==> config.mk <==
export PLATFORM = sky130hd
export DESIGN_NAME = fill_rect
export DESIGN_NICKNAME = d
export VERILOG_FILES = /design/src/rtl/fill_pkg.sv /design/src/rtl/fill_scan_ctr.sv /design/src/rtl/fill_rect.sv
export SDC_FILE = /design/constraint.sdc
export NUM_CORES = 1
export LEC_CHECK = 0
export CORE_ASPECT_RATIO = 0.7
export CORE_MARGIN = 2
export CORE_UTILIZATION = 48
export CTS_CLUSTER_DIAMETER = 150
export DETAILED_ROUTE_END_ITERATION = 12
export PLACE_DENSITY_LB_ADDON = 0.08
export SLEW_MARGIN = 20
export SYNTH_ARGS = -nofsm -noshare
export SYNTH_HDL_FRONTEND = slang
export SYNTH_HIERARCHICAL = 1
export SYNTH_SLANG_ARGS = --single-unit
==> constraint.sdc <==
create_clock -name clk -period 3.6 [get_ports clk]
set_input_delay 0.72 -clock clk [delete_from_list [all_inputs] [get_ports clk]]
set_output_delay 0.72 -clock clk [all_outputs]
set_load 0.05 [all_outputs]
==> src/rtl/fill_pkg.sv <==
// Shared types and default screen geometry for the rectangle filler.
package fill_pkg;

    localparam int DEF_SCREEN_W = 160;
    localparam int DEF_SCREEN_H = 120;

    typedef enum logic [1:0] {
        ST_IDLE,
        ST_LOAD,
        ST_FILL,
        ST_DONE
    } state_t;

    typedef enum logic [1:0] {
        MODE_SOLID,
        MODE_COLSTRIPE,
        MODE_ROWSTRIPE,
        MODE_CHECKER
    } mode_t;

endpackage

==> src/rtl/fill_scan_ctr.sv <==
// Column-major x/y scan counter: y runs inner, x outer, with a last-pixel flag.
module fill_scan_ctr #(
    parameter int XW = 8,
    parameter int YW = 7
) (
    input  logic          clk,
    input  logic          rst,
    input  logic          i_load,
    input  logic          i_en,
    input  logic [XW-1:0] i_x0,
    input  logic [XW-1:0] i_x1,
    input  logic [YW-1:0] i_y0,
    input  logic [YW-1:0] i_y1,
    output logic [XW-1:0] o_x,
    output logic [YW-1:0] o_y,
    output logic [XW-1:0] o_nx,
    output logic [YW-1:0] o_ny,
    output logic          o_last
);

    logic [XW-1:0] r_x;
    logic [YW-1:0] r_y;
    logic          w_col_end;

    assign w_col_end = (r_y == i_y1);
    assign o_last    = w_col_end && (r_x == i_x1);
    assign o_x       = r_x;
    assign o_y       = r_y;

    // Ends are detected by equality, never by an incremented value, so a
    // bound at the all-ones coordinate cannot wrap the scan.
    always_comb begin
        o_nx = r_x;
        o_ny = r_y;
        if (i_load) begin
            o_nx = i_x0;
            o_ny = i_y0;
        end else if (i_en) begin
            if (w_col_end) begin
                o_nx = r_x + XW'(1);
                o_ny = i_y0;
            end else begin
                o_ny = r_y + YW'(1);
            end
        end
    end

    always_ff @(posedge clk) begin
        if (rst) begin
            r_x <= '0;
            r_y <= '0;
        end else begin
            r_x <= o_nx;
            r_y <= o_ny;
        end
    end

endmodule

==> src/rtl/fill_rect.sv <==
// Rectangle fill engine: latches a clamped rectangle and streams its pixels
// column-major to a ready-gated plot interface, colouring them by fill mode.
module fill_rect
    import fill_pkg::*;
#(
    parameter int SCREEN_W = DEF_SCREEN_W,
    parameter int SCREEN_H = DEF_SCREEN_H,
    parameter int XW       = 8,
    parameter int YW       = 7,
    parameter int CW       = 3
) (
    input  logic          clk,
    input  logic          rst,
    input  logic          start,
    input  logic [XW-1:0] x0,
    input  logic [XW-1:0] x1,
    input  logic [YW-1:0] y0,
    input  logic [YW-1:0] y1,
    input  logic [CW-1:0] colour,
    input  logic [1:0]    mode,
    input  logic          plot_ready,
    output logic          busy,
    output logic          done,
    output logic [XW-1:0] vga_x,
    output logic [YW-1:0] vga_y,
    output logic [CW-1:0] vga_colour,
    output logic          vga_plot
);

    localparam logic [XW-1:0] XMAX = XW'(SCREEN_W - 1);
    localparam logic [YW-1:0] YMAX = YW'(SCREEN_H - 1);

    state_t        r_state;
    logic          r_ld_phase;
    logic          r_busy;
    logic          r_done;
    logic          r_plot;
    logic [CW-1:0] r_vga_colour;
    logic [XW-1:0] r_x0;
    logic [XW-1:0] r_x1;
    logic [YW-1:0] r_y0;
    logic [YW-1:0] r_y1;
    logic [CW-1:0] r_colour;
    mode_t         r_mode;

    logic [XW-1:0] w_x1c;
    logic [YW-1:0] w_y1c;
    logic          w_empty;
    logic          w_latch;
    logic          w_load;
    logic          w_en;
    logic [XW-1:0] w_x;
    logic [XW-1:0] w_nx;
    logic [YW-1:0] w_y;
    logic [YW-1:0] w_ny;
    logic          w_last;

    function automatic logic [CW-1:0] pixel_colour(
        input mode_t         m,
        input logic [CW-1:0] c,
        input logic [XW-1:0] x,
        input logic [YW-1:0] y
    );
        case (m)
            MODE_SOLID:     return c;
            MODE_COLSTRIPE: return c + x[CW-1:0];
            MODE_ROWSTRIPE: return c + y[CW-1:0];
            default:        return (x[0] ^ y[0]) ? ~c : c;
        endcase
    endfunction

    // An off-screen x0/y0 always exceeds the clamped far bound, so one test covers both.
    assign w_x1c   = (x1 > XMAX) ? XMAX : x1;
    assign w_y1c   = (y1 > YMAX) ? YMAX : y1;
    assign w_empty = (x0 > w_x1c) || (y0 > w_y1c);

    assign w_latch = (r_state == ST_LOAD) && !r_ld_phase;
    assign w_load  = (r_state == ST_LOAD) && r_ld_phase;
    assign w_en    = (r_state == ST_FILL) && plot_ready && !w_last;

    fill_scan_ctr #(
        .XW(XW),
        .YW(YW)
    ) u_scan (
        .clk    (clk),
        .rst    (rst),
        .i_load (w_load),
        .i_en   (w_en),
        .i_x0   (r_x0),
        .i_x1   (r_x1),
        .i_y0   (r_y0),
        .i_y1   (r_y1),
        .o_x    (w_x),
        .o_y    (w_y),
        .o_nx   (w_nx),
        .o_ny   (w_ny),
        .o_last (w_last)
    );

    always_ff @(posedge clk) begin
        if (w_latch) begin
            r_x0     <= x0;
            r_x1     <= w_x1c;
            r_y0     <= y0;
            r_y1     <= w_y1c;
            r_colour <= colour;
            r_mode   <= mode_t'(mode);
        end
    end

    // LOAD spends a second cycle loading the scan counter from the latched
    // bounds, so the first pixel is registered two cycles after start.
    always_ff @(posedge clk) begin
        if (rst) begin
            r_state      <= ST_IDLE;
            r_ld_phase   <= 1'b0;
            r_busy       <= 1'b0;
            r_done       <= 1'b0;
            r_plot       <= 1'b0;
            r_vga_colour <= '0;
        end else begin
            r_vga_colour <= pixel_colour(r_mode, r_colour, w_nx, w_ny);
            case (r_state)
                ST_IDLE: begin
                    if (start) begin
                        r_state    <= ST_LOAD;
                        r_ld_phase <= 1'b0;
                        r_busy     <= 1'b1;
                    end
                end
                ST_LOAD: begin
                    if (!r_ld_phase) begin
                        if (w_empty) begin
                            r_state <= ST_DONE;
                            r_busy  <= 1'b0;
                            r_done  <= 1'b1;
                        end else begin
                            r_ld_phase <= 1'b1;
                        end
                    end else begin
                        r_state <= ST_FILL;
                        r_plot  <= 1'b1;
                    end
                end
                ST_FILL: begin
                    if (plot_ready && w_last) begin
                        r_state <= ST_DONE;
                        r_plot  <= 1'b0;
                        r_busy  <= 1'b0;
                        r_done  <= 1'b1;
                    end
                end
                default: begin
                    if (!start) begin
                        r_state <= ST_IDLE;
                        r_done  <= 1'b0;
                    end
                end
            endcase
        end
    end

    assign busy       = r_busy;
    assign done       = r_done;
    assign vga_plot   = r_plot;
    assign vga_x      = w_x;
    assign vga_y      = w_y;
    assign vga_colour = r_vga_colour;

endmodule

; Yosys cells after proc, flatten, opt, wreduce, memory -nomap -nowiden
; Cells that the tools add are included.
[classes]
addsub = 4
n_lt_le_gt_ge = 4
eq_ne = 14
muxes = 32
bitwise = 3
n_reduce_logical = 22
[ops]
columns = operator, count
row1 = 8-bit two-way mux, 4
row2 = 7-bit two-way mux, 4
row3 = 1-bit two-way mux, 12
row4 = 2-bit two-way mux, 5
row5 = 5-bit AND reduction, 2
row6 = 3-bit one-hot mux with 3 select lines, 1
row7 = "8-bit by 1-bit adder with 8-bit output, second input constant", 1
row8 = 8-bit == test, 1
row9 = 8-bit greater-than comparator, 1
row10 = "8-bit greater-than comparator, second input constant", 1
row11 = "2-bit != test, second input constant", 4
row12 = 2-bit nonzero test, 4
row13 = "7-bit by 1-bit adder with 7-bit output, second input constant", 1
row14 = 7-bit == test, 1
row15 = 7-bit greater-than comparator, 1
row16 = "7-bit greater-than comparator, second input constant", 1
row17 = 3-bit adder, 2
row18 = 1-bit logical AND, 6
row19 = 1-bit one-hot mux with 3 select lines, 2
row20 = 2-bit one-hot mux with 3 select lines, 1
row21 = "2-bit by 1-bit == test with 1-bit output, second input constant", 2
row22 = "2-bit == test, second input constant", 2
row23 = 2-bit logical NOT, 2
row24 = "4-bit by 1-bit != test with 1-bit output, second input constant", 1
row25 = 14 further kinds, 17
[totals]
regBits = 59
inputBits = 39

; Longest topological paths before layout
[depth]
ltp_word = 9
ltp_mapped = 19
ltp_nobuf = 18

; Modules after synthesis
; Netlist, hierarchy kept.
[by_module_without_submodules]
columns = mod, instances, cells_per_inst, area_each_um2, seq_area_each_um2
row1 = fill_rect, 1, 200, 2343.5, 1231.2
row2 = fill_scan_ctr, 1, 141, 1203.7, 300.3

; Worst setup path after synthesis
; OpenSTA, ideal clock, no wires.
[synth_timing]
path_type = reg2reg
start = reg u_scan.r_y[0], in the netlist u_scan/o_y[0]
end = reg r_vga_colour[2], in the netlist vga_colour[2]
t_arrival_ns = 3.822
t_required_ns = 3.472
slack_ns = -0.350
stages_incl_launch_ff = 20
n_path_buf = 1
synth_period_minus_slack_ns = 3.950
cell_sequence = dfxtp_1 > xnor2_1 > nand4_1 > nor4_1 > and3b_1 > buf_6 > nand4_1 > nor2_4 > xnor2_1 > a21oi_1 > mux2_2 > ha_1 > inv_1 > fa_1 > xnor2_1 > xnor2_1 > a22oi_1 > nor2_1 > a21oi_1 > nor2_1
[synth_between]
elab_chain_cells = 9
[synth_rtl]
columns = element, line_no
row1 = from (decl), fill_scan_ctr.sv:22  ; logic [YW-1:0] r_y;
row2 = from (signal assigned), fill_scan_ctr.sv:54  ; r_y <= o_ny;
row3 = 7-bit == test *, fill_scan_ctr.sv:25  ; assign w_col_end = (r_y == i_y1);
row4 = 1-bit logical AND *, fill_scan_ctr.sv:26  ; assign o_last = w_col_end && (r_x == i_x1);
row5 = via w_last, fill_rect.sv:56  ; logic w_last;
row6 = 1-bit logical NOT *, fill_rect.sv:79  ; assign w_en = (r_state == ST_FILL) && plot_ready && !w_last;
row7 = 1-bit logical AND *, fill_rect.sv:79
row8 = via w_en, fill_rect.sv:51  ; logic w_en;
row9 = 8-bit two-way mux *, fill_scan_ctr.sv:38  ; end else if (i_en) begin
row10 = 8-bit two-way mux *, fill_scan_ctr.sv:35  ; if (i_load) begin
row11 = via w_nx[0], fill_rect.sv:53  ; logic [XW-1:0] w_nx;
row12 = branches (longest 2 deep; another with 3-bit adder), --
row13 = 3-bit one-hot mux with 3 select lines *, fill_rect.sv:64  ; case (m)
row14 = to (signal assigned), fill_rect.sv:122  ; r_vga_colour <= pixel_colour(r_mode, r_colour, w_nx, w_ny);
row15 = to (decl), fill_rect.sv:38  ; logic [CW-1:0] r_vga_colour;
; Mark *: on every way through the listed nets, which the timed path passes. The select of a mux whose other input is x is not followed.
; A chain may end at the register's enable or synchronous reset.

; Final worst setup path
[layout_timing]
start = reg r_y1[0]
end = reg r_vga_colour[2], in the netlist vga_colour[2]
[layout_between]
elab_chain_cells = 9
[layout_rtl]
columns = element, line_no
row1 = from (decl), fill_rect.sv:42  ; logic [YW-1:0] r_y1;
row2 = from (signal assigned), fill_rect.sv:105  ; r_y1 <= w_y1c;
row3 = 7-bit == test *, fill_scan_ctr.sv:25
row4 = 1-bit logical AND *, fill_scan_ctr.sv:26
row5 = via w_last, fill_rect.sv:56
row6 = 1-bit logical NOT *, fill_rect.sv:79
row7 = 1-bit logical AND *, fill_rect.sv:79
row8 = via w_en, fill_rect.sv:51
row9 = 8-bit two-way mux *, fill_scan_ctr.sv:38
row10 = 8-bit two-way mux *, fill_scan_ctr.sv:35
row11 = via w_nx[0], fill_rect.sv:53
row12 = branches (longest 2 deep; another with 3-bit adder), --
row13 = 3-bit one-hot mux with 3 select lines *, fill_rect.sv:64
; Marked as above.

==> flow_summary.json <==
{
  "run_status": "finished, final reports clean",
  "grt_first_pass_wirelength_mm": 13.23,
  "ant_nets": 0,
  "critical_path_cell_count": 18,
  "cpLargestDelayFamily": "simple AND/OR/NAND/NOR gates",
  "grt_pass1_vias": 2610,
  "worstMarginPinSlew_ns": 1.061,
  "sequential_cell_area_um2": 1551,
  "drt-vias-per-instance": 5.422,
  "power.share.clock_pct": 24.1,
  "synthToLayoutAreaGrowth_pct": 30.48,
  "layout.cell_area.non_filler_um2": 4584,
  "n_fill_cell": 602,
  "cp.arrival_ns": 3.72,
  "drt_first_iter_violations": 116,
  "dieArea_um2": 8031,
  "htree_num_levels": 3,
  "p_per_area_nw_per_um2": 550.3,
  "cts_tree": "built",
  "regToRegStartpoint": "r_y1[0]",
  "vias": 2787,
  "antennaDiodeCount": 0,
  "clock-root-buffer": "sky130_fd_sc_hd__clkbuf_8",
  "floorplan.initialDensity_pct": 48.87,
  "portBuffers": 59,
  "cellInternalPower_mw": 1.615,
  "timing.slew.headroom_pct": 29.07,
  "critical-path-max-stage-delay_ns": 0.42,
  "worst_min_delay_path_category": "reg -> reg",
  "swShare_pct": 35.99,
  "setup_violations_final": 0,
  "hold_violation_count_in_the_final_report": 0,
  "average_wire_per_cell_in_the_routed_design_um": 16.13,
  "num_rows": 26,
  "area_of_placed_instances_um2": 4319,
  "cpMaxStageDelayCell": "sky130_fd_sc_hd__edfxtp_1",
  "crit_required_ns": 3.84,
  "cp_bufs_invs": 1,
  "worstHoldPathCells": 2,
  "num-nets-final": 475,
  "cellLeakagePower_nw": 1.763,
  "layoutNonFillerInstCount": 514,
  "drive_gt1_share_pct": 18.27,
  "setup.worst_path.class": "reg -> reg",
  "net-switching-power_mw": 0.9079,
  "postCtsHoldBufs": 0,
  "grt_start_max_net_pins": 37,
  "final-max-slew-violation-count": 0,
  "crit_path_start_kind": "flip-flop",
  "worstSetupEndpointType": "flip-flop",
  "timing.final.crit_period_ns": 3.475,
  "final_clock_period_utilization_by_the_worst_path_pct": 96.54,
  "syn_inst": 335,
  "multi_input_comb_area_um2": 1886,
  "cts_buffers": 9,
  "vdd_ir_drop_max_v": 0.0003517,
  "timing.critical_path.cells": "xnor2_2, nand4_1, nor4_4, and3b_2, nand4_1, nor2_4, xnor2_1, a21oi_1, mux2_4, ha_1, inv_1, fa_2, xnor2_2, xnor2_1, a22oi_1, nor2_1, a21oi_1, nor2_1",
  "max_clock_freq_ghz": 0.2877,
  "post_placement_setup_slack_ns": 0.06293,
  "cts_sinks": 59,
  "clk_latency_ns": 0.36,
  "combinational_power_share_pct": 35.9,
  "coreArea_um2": 7189,
  "top_usage_layer": "met2",
  "seqPwrFrac_pct": 40.0,
  "detailedRoute.firstPassIterationCount": 4,
  "postSynthNetCount": 399,
  "globalRouteMet1Util_pct": 30.50,
  "detailedPlacementHpwl_mm": 6.197,
  "grt_antenna_before_repair": 0,
  "die_w_um": 106.3,
  "power_mw": 2.523,
  "drc_errors": 0,
  "grt_use_met3_pct": 6.501,
  "drv.max_cap_violation_count": 0,
  "clkSlewWorstSetupHoldPaths_ns": 0.06,
  "worstHoldEndpoint": "vga_plot",
  "fin_worst_skew_ns": 0.01169,
  "fp.dieH_um": 75.58,
  "startpoint_of_the_lowest_slack_hold_path": "vga_plot",
  "numPlacedInstances": 497,
  "gr-usage-all-layers_pct": 22.26,
  "grt_util_met2_pct": 33.90,
  "io_pins": 60,
  "max-clock-path-buffers": 2,
  "worstRegToRegCells": 18,
  "timing.critical_path.fanout_max": 3,
  "reg2reg_slack_ns": 0.12,
  "syn_area_um2": 3513,
  "global_route.overflow_total": 0,
  "yosys_warnings": 6,
  "synth_area_per_cell_um2": 10.49,
  "routabilityCongestion": 0.8726,
  "worst_r2r_endpoint": "vga_colour[2]",
  "final.setup.worst_slack_ns": 0.1246,
  "postRouteWirelength_mm": 8.290
}
## cells in the final DEF, fill, tap and decap left out, types with 5 or more instances in the layout
master,count
sky130_fd_sc_hd__mux2i_1,6
sky130_fd_sc_hd__nor2b_1,10
sky130_fd_sc_hd__a21oi_1,15
sky130_fd_sc_hd__xnor2_2,8
sky130_fd_sc_hd__nor2_1,20
sky130_fd_sc_hd__o21ai_0,7
sky130_fd_sc_hd__xor2_1,5
sky130_fd_sc_hd__nand3_1,11
sky130_fd_sc_hd__clkdlybuf4s50_1,59
sky130_fd_sc_hd__edfxtp_1,35
sky130_fd_sc_hd__dfxtp_1,16
sky130_fd_sc_hd__nand4_1,10
sky130_fd_sc_hd__clkbuf_8,10
sky130_fd_sc_hd__nand2_1,20
sky130_fd_sc_hd__inv_1,28
sky130_fd_sc_hd__buf_4,18
sky130_fd_sc_hd__xnor2_1,15
sky130_fd_sc_hd__ha_1,24
sky130_fd_sc_hd__nand2b_1,6
sky130_fd_sc_hd__nor3_1,5
## sequential cells by signal, indices dropped and copies added, names as in the netlist, 2 cells and up
| name | cells |
|---|---|
| r_colour | 3 |
| r_mode | 2 |
| r_state | 2 |
| r_x0 | 8 |
| r_x1 | 8 |
| r_y0 | 7 |
| r_y1 | 7 |
| u_scan/o_x | 8 |
| u_scan/o_y | 7 |
| vga_colour | 3 |
## worst min-delay path, cell delays in order (launching register included)
cell and delay [ns]:
sky130_fd_sc_hd__dfxtp_1 0.32, sky130_fd_sc_hd__nand2_1 0.06, sky130_fd_sc_hd__a21oi_1 0.06
## power groups by stage
| stage | clock (mW) | combinational (mW) | sequential [mW] |
|---|---|---|---|
| 2_1_floorplan | 0 | 0.510 | 1.10 |
| 3_3_place_gp | 0 | 0.861 | 1.01 |
| 3_5_place_dp | 0 | 0.876 | 1.01 |
| 4_1_cts | 0.622 | 0.880 | 1.00 |
| 5_1_grt | 0.649 | 0.989 | 1.02 |
| 6_report | 0.608 | 0.906 | 1.01 |
## layer usage
layer	wire [um]	vias to the layer above
met3	465	13
met1	4168	1314
li1	-	1376
met4	125	0
met2	3531	84
met5	0	-
## what timing repair did
item / in CTS / in global routing
endpoints found under the setup margin: 0 / 2
resized for setup: 0 / 11
buffers inserted: 0 / 1
endpoints found under the hold margin: 0 / 0
## metrics by stage
| stage | hold WS (ns) | setup TNS, ns | utilization (%) |
|---|---|---|---|
| final | 0.5009 | 0 | 63.77 |
| after global routing | 0.5112 | -0.04541 | 63.77 |
| after CTS | 0.5079 | 0 | 62.77 |
| after detailed placement | 0.4990 | 0 | 60.08 |
| after global placement | 0.4575 | 0 | 60.08 |
| after floorplan | 0.4779 | 0 | - |
## layout make-up
type,instances,share of cell area (%)
Multi-Input combinational cell,236,41.13
Sequential cell,59,33.84
Timing Repair Buffer,77,15.83
Clock buffer,11,3.084
Tap cell,98,2.675
Inverter,28,2.293
Clock inverter,5,1.146
## worst max path at each step
stage | to | slack, ns | start
global route | vga_colour[2] | -0.05 | r_y1[0]
CTS | vga_colour[2] | 0.06 | r_y1[4]
global placement | vga_colour[2] | 0.13 | plot_ready
detailed placement | vga_colour[2] | 0.06 | plot_ready
floorplan | vga_colour[2] | 0.002 | u_scan/o_x[6]
finish | vga_colour[2] | 0.12 | r_y1[0]
No activity file was read; power rests on OpenSTA's default activity.
